$ cat src/rtl/prog_clk_divider.sv
// prog_clk_divider: programmable clock divider with registered outClk/tick.
// The divisor N and high-time H are reconfigurable through a pending register
// that takes effect only at a period boundary, so no period mixes old and new
// settings.
// Build option: define CLKDIV_DUTY_EN to make H programmable via cfg_high /
// DEFAULT_HIGH. Without it, cfg_high is ignored and H = N >> 1.
module prog_clk_divider #(
    parameter int unsigned WIDTH        = 16,
    parameter int unsigned DEFAULT_DIV  = 4,
    parameter int unsigned DEFAULT_HIGH = 2
) (
    input  logic             inClk,
    input  logic             reset,
    input  logic             en,
    input  logic             cfg_load,
    input  logic [WIDTH-1:0] cfg_div,
    input  logic [WIDTH-1:0] cfg_high,
    output logic             cfg_busy,
    output logic             outClk,
    output logic             tick
);

    localparam logic [WIDTH-1:0] ONE      = WIDTH'(1);
    localparam logic [WIDTH-1:0] RST_DIV  = WIDTH'(DEFAULT_DIV);
    localparam logic [WIDTH-1:0] RST_HIGH = WIDTH'(DEFAULT_HIGH);

    // Period counter and registered outputs
    logic [WIDTH-1:0] cnt_q, cnt_d;
    logic             outclk_q, outclk_d;
    logic             tick_q, tick_d;

    // Active and pending configuration
    logic [WIDTH-1:0] div_q, div_d;
    logic [WIDTH-1:0] pdiv_q, pdiv_d;
    logic             busy_q, busy_d;
    logic [WIDTH-1:0] high_act;

`ifdef CLKDIV_DUTY_EN
    logic [WIDTH-1:0] high_q, high_d;
    logic [WIDTH-1:0] phigh_q, phigh_d;

    assign high_act = high_q;
`else
    // cfg_high and DEFAULT_HIGH have no function in this build.
    logic unused_high;

    assign unused_high = ^{cfg_high, RST_HIGH};
    assign high_act    = div_q >> 1;
`endif

    // Control decode
    logic running;   // enabled with a non-zero divisor
    logic at_end;    // this edge closes the current period
    logic apply;     // pending configuration becomes active on this edge

    assign running = en && (div_q != '0);
    // ">=" rather than "==" so an out-of-range count wraps on the next edge.
    assign at_end  = running && (cnt_q >= (div_q - ONE));
    // A load on the same edge supersedes whatever was pending, so it blocks
    // the apply; the fresh value waits for the next boundary.
    assign apply   = busy_q && !cfg_load && (at_end || !running);

    // Next counter value and registered outClk/tick, using the pre-edge count
    always_comb begin
        cnt_d    = '0;
        outclk_d = 1'b0;
        tick_d   = 1'b0;
        if (running) begin
            cnt_d    = at_end ? '0 : (cnt_q + ONE);
            outclk_d = (cnt_q < high_act);
            tick_d   = at_end;
        end
    end

    // Next configuration: capture loads as pending, promote at a boundary
    always_comb begin
        div_d   = div_q;
        pdiv_d  = pdiv_q;
        busy_d  = busy_q;
`ifdef CLKDIV_DUTY_EN
        high_d  = high_q;
        phigh_d = phigh_q;
`endif
        if (cfg_load) begin
            pdiv_d  = cfg_div;
`ifdef CLKDIV_DUTY_EN
            phigh_d = cfg_high;
`endif
            busy_d  = 1'b1;
        end else if (apply) begin
            div_d   = pdiv_q;
`ifdef CLKDIV_DUTY_EN
            high_d  = phigh_q;
`endif
            busy_d  = 1'b0;
        end
    end

    // State registers with synchronous reset having priority over everything
    always_ff @(posedge inClk) begin
        if (reset) begin
            cnt_q    <= '0;
            outclk_q <= 1'b0;
            tick_q   <= 1'b0;
            div_q    <= RST_DIV;
            pdiv_q   <= '0;
            busy_q   <= 1'b0;
        end else begin
            cnt_q    <= cnt_d;
            outclk_q <= outclk_d;
            tick_q   <= tick_d;
            div_q    <= div_d;
            pdiv_q   <= pdiv_d;
            busy_q   <= busy_d;
        end
    end

`ifdef CLKDIV_DUTY_EN
    // High-time registers, reset alongside the divisor
    always_ff @(posedge inClk) begin
        if (reset) begin
            high_q  <= RST_HIGH;
            phigh_q <= '0;
        end else begin
            high_q  <= high_d;
            phigh_q <= phigh_d;
        end
    end
`endif

    assign outClk   = outclk_q;
    assign tick     = tick_q;
    assign cfg_busy = busy_q;

endmodule

$ cat config.mk
export PLATFORM = sky130hd
export DESIGN_NAME = prog_clk_divider
export DESIGN_NICKNAME = d
export VERILOG_FILES = /design/src/rtl/prog_clk_divider.sv
export SDC_FILE = /design/constraint.sdc
export NUM_CORES = 1
export LEC_CHECK = 0
export ABC_AREA = 1
export BUFFER_PORTS_ARGS = -buffer_cell sky130_fd_sc_hd__buf_4
export CELL_PAD_IN_SITES_DETAIL_PLACEMENT = 0
export CELL_PAD_IN_SITES_GLOBAL_PLACEMENT = 1
export CORE_UTILIZATION = 45
export DETAILED_ROUTE_END_ITERATION = 8
export PLACE_DENSITY_LB_ADDON = 0.1
export SLEW_MARGIN = 15
export SYNTH_ARGS = -nofsm -noshare
export SYNTH_HDL_FRONTEND = slang
export SYNTH_SLANG_ARGS = --single-unit
$ cat constraint.sdc
create_clock -name inClk -period 4.4 [get_ports inClk]
set_clock_uncertainty 0.15 [all_clocks]
set_input_delay 1.1 -clock inClk [delete_from_list [all_inputs] [get_ports inClk]]
set_output_delay 1.1 -clock inClk [all_outputs]
set_load 0.1 [all_outputs]
==> results of run 1 <==
-- logic make-up (layout without fill, tap and decap cells) --
family / after synthesis / after routing / share of synthesized area
buffers and inverters: 73 / 91 / 0.0963
flip-flops: 51 / 51 / 0.328
AND/OR/NAND/NOR: 166 / 166 / 0.263
XOR/XNOR: 21 / 21 / 0.0590
adder cells (fa/ha/maj): 32 / 32 / 0.128
AO/OA/AOI/OAI: 73 / 73 / 0.126
-- worst paths after layout --
| check | startpoint | slack, ps | to |
|---|---|---|---|
| min | pdiv_q[14] | 310 | pdiv_q[14] |
| max reg2reg | div_q[4] | 1250 | div_q[12] |
| max | div_q[4] | 1250 | div_q[12] |
| min reg2reg | pdiv_q[14] | 310 | pdiv_q[14] |
-- per-layer routing --
layer | vias up | part of all wire | global-route usage
met5 | - | 0 | 0
met4 | 0 | 0.011 | 0.0678
met3 | 4 | 0.020 | 0.0302
met2 | 26 | 0.45 | 0.279
met1 | 1118 | 0.52 | 0.228
li1 | 1388 | - | -
-- per-stage QoR --
| stage | power (mW) | hold slack, ps | cell area [um^2] | cells | setup slack, ps |
|---|---|---|---|---|---|
| floorplan | 0.636 | 280 | 3120 | 416 | 1750 |
| global placement | 0.669 | 295 | 3310 | 503 | 1290 |
| detailed placement | 0.673 | 298 | 3310 | 503 | 1250 |
| CTS | 0.953 | 312 | 3400 | 511 | 1220 |
| global route | 0.999 | 333 | 3410 | 511 | 907 |
| finish | 0.939 | 309 | 3410 | 511 | 1250 |
-- registers in the layout (all words and copies together), names as in the netlist --
register,cells
outClk,1
cnt_q,16
cfg_busy,1
tick,1
pdiv_q,16
div_q,16
-- power by group --
part,switching [mW],total (mW),internal [mW]
sequential,0.0128,0.495,0.482
combinational,0.104,0.166,0.0625
clock,0.163,0.278,0.115
total,0.280,0.939,0.659
-- final cells by class --
class / count / area, um^2
Multi-Input combinational cell: 292 / 1800
Clock inverter: 2 / 17.5
Inverter: 60 / 225
Timing Repair Buffer: 23 / 173
Clock buffer: 6 / 72.6
Fill cell: 672 / 3120
Tap cell: 77 / 96.3
Sequential cell: 51 / 1020
-- worst max-delay path: stages (launching register included) --
cell and delay (ps):
dfxtp_1 340, inv_1 140, nand4_1 170, nor2_2 190, nand4_1 170, nor2_1 170, nand2_1 80, xor2_1 130
inv_1 50, ha_1 310, a21oi_1 150, o21ai_0 100, nor2_1 240, nand3_4 340, a21oi_1 250, nor2_1 60
-- layout by cell type (no fill, tap or decap), drive strengths merged, types with 2 or more instances in the layout --
| cell | instances |
|---|---|
| xnor2 | 5 |
| inv | 60 |
| nand3 | 26 |
| buf | 23 |
| o21a | 2 |
| or2 | 2 |
| o21ai | 20 |
| clkinv | 2 |
| nand2 | 63 |
| and2 | 2 |
| clkbuf | 6 |
| nor3 | 9 |
| dfxtp | 51 |
| ha | 32 |
| xor2 | 16 |
| a21oi | 46 |
| nor2 | 53 |
| nand4 | 10 |
==> run summary, run 1 <==
TritonCTS built the clock tree. The overall track demand over capacity in global routing is 0.172. Leading register cell type out of synthesis: dfxtp_1.

After detailed routing, the number of remaining DRC violations is 0. The initial cell density of the core was 0.477; the CTS buffer count was 5. Setup repair after global routing left no endpoint under its margin. dfxtp_1 takes more of the synthesized area than any other cell.

The hold violation count in the final report was 0; the utilization after layout was 0.522. The flow ran to the end, and the final reports show no timing, DRC or antenna violations. The wire length per cell works out to 11.6 um.

The first global-routing pass estimated 10.1 mm of wire. After synthesis, the mean cell area works out to 7.49 um^2. The core region is 0.00653 mm^2. The height of the chip came out at 85.2 um.

For the number of global-route vias before repair, the log shows 2,301. The layout cell share with drive strength beyond 1 is 0.141. STA classifies the critical path startpoint as a register. Initial detailed-routing violation count: 84. The logs give 2 for the H-tree depth and 0 for the max-capacitance violation count. The count of buffers added on input and output ports is 22. Detailed routing inserted a total of 2,536 vias.

The number of antenna violations at the first check in global routing is 0. In this run the static leakage power is 1.51 nW. Proportion of synthesized flip-flops having asynchronous set or reset: 0.

STA classifies the critical path endpoint as a register. The count of inserted antenna diode cells came out at 0. The clock-pin transition on the worst setup and hold timing paths is 100 ps, and the total standard cell area after synthesis is 0.00312 mm^2.

The run gives 0.522 as the headroom to the max-slew limit. In this run, post-CTS repair resized a total of 0 instances. Synthesis produced 416 cells. Sorting the synthesized cells by area gives the leading types as dfxtp_1 33%, ha_1 13%, a21oi_1 7.4%. The fraction of post-synthesis cell area in the top cell type by area was 0.328; the number of top-level pins was 39.

Entering global routing, the biggest net connects 33 pins. The depth of the most critical reg-to-reg path works out to 15. For the worst-skew pair, the clock arrives at the later sink with an insertion delay of 310 ps.

Setup violations remaining at the end of the flow were counted as 0. Number of nets at the end of the flow: 501. The worst path in the final design needs a cycle of 3150 ps, including I/O delays and setup.

Maximum clock frequency: 318 MHz. The Yosys warning count is 0. The most frequently used cell type in the post-synthesis netlist is nand2_1. The transition time of the tightest slew-check pin was 716 ps; the growth of design area from synthesis to finish was 9.35%. Category of the most critical setup path: register to register. The total negative setup slack is 0 ps. The number of synthesized flops with an enable pin is 0. Sorting the synthesized cells by how often they occur yields 61 x nand2_1, 57 x inv_1, 51 x dfxtp_1, 46 x a21oi_1, 39 x nor2_1.

The number of hold buffers added after cts came out at 0. Detailed placement ended at an HPWL of 4.46 mm. The tightest min-delay check is of the register to register type. Synthesis inferred 51 register bits.

The run gives 5.92 mm as the routed wire length. For this design, the sink count on the clock tree is 51. After global routing the overflow that remains totals 0. The sequential cell area fraction in the yosys report is 0.328, and the post-CTS setup-driven buffer insertion count is 0.

The worst hold path was traced through 2 stages. In the routed layout, each cell is associated on average with a via count of 4.96. The critical-path maximum fanout came out at 32. The synthesized net count came out at 484. The largest voltage drop on the vdd net is 179 uV, and the die width is 85.2 um.

After floorplanning, the core was divided into 29 placement rows. The clock passes through at most 2 buffers. The tools report the max-slew violation count as 0.

The portion of the clock cycle consumed by the worst path in the final layout works out to 0.715. The final weighted congestion in routability-driven placement was 0.772. The number of iterations in the first detailed-routing pass was 4.

At the worst endpoint, the required time is 4460 ps. The count of nets left with antenna violations after detail routing was 0; the total power per unit cell area was 275 mW/mm^2. Clock tree root driver cell: clkbuf_8. The tools report the area of the die as 0.00726 mm^2. The arrival time reported for the critical path endpoint was 3200 ps. The tools report the number of distinct library cells after synthesis as 35.
Note: power is estimated with default switching activity, not from simulation.
==> run 2, diff against run 1 <==
- CORE_UTILIZATION: 45 -> 42
- clock period: 4.4 -> 3.25 ns (I/O delays scaled with it)
==> run summary, run 2 (synthesis results as in run 1) <==
The die is 88.1 um wide. Routability-driven placement finished with a final weighted congestion of 0.765. The switching part of the total power works out to 0.307. The first TritonRoute pass finished after 4 iterations. The delay of the slowest cell on the worst path works out to 340 ps. Clock tree root driver cell: clkbuf_8.

The clock tree synthesis step divided the H-tree into 2 levels. Before CTS, the worst setup slack after placement is 150 ps. The height of the chip is 88.1 um, and the count of inserted antenna diode cells is 0. The critical path goes through inv_1 > ha_1 > nand3_2 > nor2_4 > nand3_1 > nor2_1 > xor2_1 > inv_1 > ha_1 > nand4_1 > a21oi_1 > nor2_2 > buf_4 > nand3_4 > a21oi_1 > nor2_1. The library cell used most frequently in the layout, excluding fill and tap cells, is nand2_1. The max-slew violation count is 0. The met3 wire length was 152 um; the routed wire length was 6.24 mm. The run finished with clean final reports. The tools report the end of the worst register-to-register path as div_q[6]. The layout cell share with drive strength beyond 1 came out at 0.164. The number of clock sinks came out at 51. The switching power total is 397 uW. The worst setup path is launched from a register.

The detailed-route via count is 2,537. The largest registers in the layout are cnt_q (16), div_q (16), pdiv_q (16). For this run, the post-layout net count is 507. The worst-case IR drop observed on VDD is 175 uV. The count of nets left with antenna violations after detail routing was 0; the clock network fraction of total power was 0.300. The worst setup path is captured at a register. Total power for the finished layout comes to 1.30 mW. Endpoint of the worst hold path: pdiv_q[14]. The via count normalized by instance count came out at 4.71. In this run the most critical hold path is launched from pdiv_q[14].

The count of buffers inserted at the top-level ports is 22, and the number of hold buffers added after cts is 0. Area of the die: 0.00777 mm^2. The hold violation count in the final report is 0. The initial cell density of the core is 0.432, and the clock latency of the later-clocked register in the worst-skew pair is 310 ps.

The growth of design area from synthesis to finish was 12.4%; the initial detailed-routing violation count was 51. The transition time of the tightest slew-check pin is 713 ps, and the met1 wire length is 3.20 mm. Dividing the detail-routed wire length by the instance count gives 11.6 um. The final critical path time including I/O delays and setup is 3040 ps, and the overall track demand over capacity in global routing is 0.170. The proportion of power drawn by combinational gates is 0.183, and the number of instances on the worst hold path is 2. In this run the static leakage power is 1.55 nW. The floorplan has 31 rows. The tools report the number of global-route vias before repair as 2,305. Clock-pin slew was measured on the worst setup and hold paths at 100 ps.

The pin count of the biggest net entering global routing was 35. In the layout the commonest cells are 60 x nand2_1, 57 x inv_1, 51 x dfxtp_1. The area of the core region is 0.00721 mm^2. The slowest stage of the critical path is the dfxtp_1 cell. The first global-routing pass estimated 10.3 mm of wire. For this design the ratio of total power to cell area is 370 mW/mm^2. In this run the count of I/O pins placed on the die edge is 39. At the worst endpoint, the required time is 3310 ps.

The portion of the clock cycle consumed by the worst path in the final layout came out at 0.935. The run gives 329 MHz as the maximum clock frequency. The CTS buffer count was 5.

The tightest min-delay check is of the register to register type. After detailed routing, the number of remaining DRC violations is 0. For the number of antenna violations at the first check in global routing, the log shows 0. The depth of the most critical reg-to-reg path was 16; the setup slack of the most critical reg-to-reg path was 210 ps.

Setup violations remaining at the end of the flow were counted as 0. The worst setup margin came out at 211 ps. The smallest hold slack was 313 ps; the critical-path maximum fanout was 16.

The startpoint identified for the worst register-to-register timing path is div_q[0]. In this run the top signal layer used is met4. The internal power is 898 uW, and the headroom to the max-slew limit is 0.524.

Once detailed placement completed, the half-perimeter wirelength came to 4.48 mm. In this run the cell area measured after placement is 0.00336 mm^2. Total negative setup slack: 0 ps. TritonCTS built the clock tree.

The critical path is of the register to register type. In this run the deepest clock path goes through 2 buffers. Setup repair after global routing left no endpoint under its margin. The tools report the arrival time reported for the critical path endpoint as 3100 ps. The run gives 0.00350 mm^2 as the design area. The total congestion overflow is 0. After detailed routing, the met2 layer carries 2.78 mm of wire.

The tools report the max-capacitance violation count as 0. The tools report the sequential fraction of design power as 0.516.
==> run 2: final cells by class <==
| cell class | count | area, um^2 |
|---|---|---|
| fillers | 751 | 3710 |
| multi-input cells | 294 | 1840 |
| flip-flops and latches | 51 | 1020 |
| inverters | 60 | 225 |
| repair buffers | 27 | 203 |
| well taps | 99 | 124 |
| clock buffers | 5 | 68.8 |
| clock inverters | 3 | 22.5 |
==> run 2: worst max-delay path, delay by kind of cell (launching register included) <==
kind,cells,cell delay [ps]
AOI/OAI and AO/OA,2,260
buffers and inverters,3,320
xor gates and xnor gates,1,160
and+or+nand+nor,8,1220
adders and majority gates,2,490
DFF,1,340
==> run 2: per-stage QoR <==
| stage | utilization | cells |
|---|---|---|
| after floorplan | - | 416 |
| after global placement | 0.466 | 528 |
| after detailed placement | 0.466 | 528 |
| after CTS | 0.479 | 536 |
| after global routing | 0.485 | 539 |
| final | 0.485 | 539 |
==> run 2: power groups by stage <==
stage	Combinational [mW]	Clock (mW)	Sequential (mW)
floorplan	0.166	0	0.695
global placement	0.228	0	0.683
detailed placement	0.230	0	0.684
CTS	0.231	0.409	0.669
global route	0.272	0.425	0.673
finish	0.238	0.389	0.669
==> run 2: per-layer routing <==
metal / vias to the layer above / track usage
met2: 31 / 0.274
met1: 1096 / 0.228
li1: 1400 / -
met4: 0 / 0.0601
met3: 10 / 0.0283
met5: - / 0
==> run 2: worst max path at each step <==
stage                  start   endpoint  slack [ps]
floorplan           div_q[0]  cnt_q[12]         600
global placement    div_q[4]   div_q[0]         160
detailed placement  div_q[0]   div_q[5]         150
CTS                 div_q[0]   div_q[5]         120
global route        div_q[4]   div_q[7]           2
finish              div_q[0]   div_q[6]         210
==> run 2: what timing repair did <==
item | 4_1_cts | 5_1_grt
gates resized for setup | 0 | 6
buffers inserted | 0 | 1
endpoints found under the setup margin | 0 | 26
==> run 3, diff against run 2 <==
- ABC_AREA: 1 -> default
- CORE_UTILIZATION: 42 -> 44
==> run summary, run 3 <==
For this run, the detailed router's first-pass iteration total came to 6. The fraction of post-synthesis cell area in the top cell type by area is 0.347. The tools report the final-report setup violation count as 33. Relative to the synthesized area, the layout overhead comes to 19.4%.

The total power per unit cell area is 347 mW/mm^2. TritonCTS created 5 clock buffers. In the routed design, unresolved DRC markers number 0. The largest registers in the layout are cnt_q (16), div_q (16), pdiv_q (16). The wire length of the first global-routing pass came out at 9.66 mm. The leading register cell type out of synthesis is dfxtp_1. The number of hold buffers added after cts is 0.

For the worst-skew pair, the clock arrives at the later sink with an insertion delay of 300 ps. Summed over all failing endpoints, the final setup total negative slack is -10,630 ps. Dividing the synthesized area by the synthesized cell count gives 9.04 um^2.

Of all nets on the critical path, the largest fanout is 16. Yosys mapped a number of flops with a built-in enable equal to 0. The portion of the clock cycle consumed by the worst path in the final layout works out to 1.10.

After synthesis the netlist holds a flip-flop and latch count of 51. The run finished, with violations left. The utilization after layout is 0.549, and the instance count of the mapped netlist is 325. By area the synthesized netlist is led by dfxtp_1 35%, ha_1 14%, mux2i_1 11%. The end of the worst register-to-register path was div_q[8]. The logs give 2 for the H-tree depth and 0 for the max-slew violation count. When the netlist entered floorplanning its net count stood at 393.

The worst endpoint required time came out at 3300 ps. Category of the most critical setup path: register to register. The count of buffers inserted at the top-level ports is 22, and the routed wire length is 5.40 mm. For the headroom to the max-slew limit, the log shows 0.726.

The routed layout has 2,180 vias. The library cell with the largest summed area after synthesis was dfxtp_1. The run gives 279 MHz as the maximum clock frequency. The run gives 0 as the count of nets left with antenna violations after detail routing.

The max-capacitance violation count is 0. The initial cell density of the core was 0.460; the height of the chip was 83.7 um. Setup repair after global routing could not meet its margin everywhere. The row count is 29, and the total congestion overflow is 0.

The kind of start point of the critical path is a register. Hold timing on the final database bottoms out at a slack of 329 ps. Summed over all cells, the static leakage comes to 1.50 nW.

The routed design could run at a clock period as short as 3580 ps. Once layout is complete, the cells apart from fillers number 449. For the pin with the worst max-slew slack, the measured transition is 401 ps.

The number of antenna diodes in the final layout is 0. The layout cell share with drive strength beyond 1 is 0.188. The run gives 2,146 as the number of global-route vias before repair. Startpoint of the most critical register-to-register path: div_q[0]. For the total standard cell area after synthesis, the log shows 0.00294 mm^2.

Before CTS, the worst setup slack after placement is -373 ps. Overall track demand over capacity in global routing: 0.169. The detailed placement HPWL was 4.14 mm.

During synthesis, Yosys emitted a total of 0 warnings. Depth of the most critical reg-to-reg path: 15. Proportion of synthesized flip-flops having asynchronous set or reset: 0. The final reports fail on negative setup slack. The sequential cell area fraction in the yosys report was 0.347; the arrival time reported for the critical path endpoint was 3630 ps.

Counting tap cells, the placed design contains a total of 440 instances. Counting instances in the post-synthesis netlist gives the leading cell types as 51 x dfxtp_1, 47 x nor2_1, 32 x ha_1, 32 x mux2i_1, 32 x nand2b_1. The tools report the initial detailed-routing violation count as 79. The number of antenna violations at the first check in global routing was 0; the number of nets at the end of the flow was 439. For this design the top-level I/O count stands at 39. Largest voltage drop on the vdd net: 199 uV.

The number of clock sinks was 51; the pin count of the biggest net entering global routing was 52. After clock tree synthesis, the clock-pin slew on the worst setup and hold paths is 100 ps. The via count normalized by instance count is 4.86. The endpoint of the worst hold path was div_q[9]. The top cell types in the final layout, fill and taps aside, are 49 x dfxtp_1, 46 x nor2_1, 46 x buf_4. The tools report the clock tree root driver cell as clkbuf_8. The number of instances on the worst hold path came out at 2. The most common cell in the synthesized netlist is dfxtp_1. The tightest min-delay check is of the register to register type.

The congestion estimate from routability-driven global placement came to 0.824. The hold violation count in the final report is 0, and the placed standard-cell area is 0.00339 mm^2. Total power for the finished layout comes to 1.22 mW. The finished cells cover 0.00351 mm^2. TritonCTS built the clock tree. Wire length per cell: 12.0 um. The category of the worst setup path capture point was a register.

The region available for standard cell placement spans 0.00639 mm^2. The setup check on the worst reg-to-reg path leaves a slack of -330 ps. Measured along the x axis, the die boundary spans 83.7 um.

After synthesis, the netlist uses 33 different library cells. In this run the most critical hold path is launched from pdiv_q[9]. The die covers 0.00701 mm^2. The worst setup margin is -332 ps. The maximum clock insertion buffer count is 2. Leaving out fill and tap cells, the most frequent cell in the layout is dfxtp_1.
==> run 3: final cells by class <==
type / instances / area [um^2]
Sequential cell: 51 / 1020
Tap cell: 77 / 96.3
Timing Repair Buffer: 48 / 377
Clock inverter: 3 / 22.5
Inverter: 22 / 82.6
Clock buffer: 5 / 68.8
Multi-Input combinational cell: 243 / 1840
Fill cell: 594 / 2880
==> run 3: kinds of logic (layout without fill, tap and decap cells) <==
group / count (synthesis) / in the layout / synth area share
buf+inv: 31 / 78 / 0.0421
fa+ha+maj: 32 / 32 / 0.136
compound gates: 25 / 25 / 0.0609
simple gates: 126 / 126 / 0.221
mux: 32 / 32 / 0.109
xor+xnor: 28 / 28 / 0.0834
flops: 51 / 51 / 0.347
==> run 3: metal layers <==
metal	up-vias	wire [um]	global-route usage
met4	0	36	0.0462
met5	-	0	0
li1	1194	-	-
met1	958	2990	0.240
met2	26	2260	0.262
met3	2	114	0.0307
==> run 3: power breakdown <==
group          internal [mW]  switching (mW)  leakage (nW)  total, mW
registers              0.643          0.0119         0.416      0.655
logic                 0.0896          0.0890          1.03      0.179
clock network          0.156           0.229        0.0489      0.385
total                  0.889           0.330          1.50       1.22
==> run 3: worst max-delay path, stage by stage (launching register included) <==
cell	delay, ps
dfxtp_2	340
inv_2	70
ha_4	130
or4b_4	460
or3_4	380
nor3_4	120
xnor2_1	140
ha_1	250
nand4_1	130
nor3_1	70
or4_1	510
a211oi_2	170
buf_4	160
a311oi_4	90
buf_12	180
mux2i_1	120
==> run 3: worst max-delay path by stage <==
| stage | startpoint | end | slack (ps) | cells after the start |
|---|---|---|---|---|
| final | div_q[0] | div_q[8] | -330 | 15 |
| after global routing | div_q[0] | cnt_q[10] | -590 | 15 |
| after CTS | div_q[0] | cnt_q[13] | -380 | 15 |
| after detailed placement | div_q[0] | cnt_q[13] | -370 | 15 |
| after global placement | div_q[0] | cnt_q[13] | -360 | 15 |
| after floorplan | div_q[0] | cnt_q[10] | -350 | 14 |
==> run 3: timing repair <==
item                       CTS  global route
gates resized for setup      2             2
buffers inserted             1             0
setup endpoints to repair   34            34
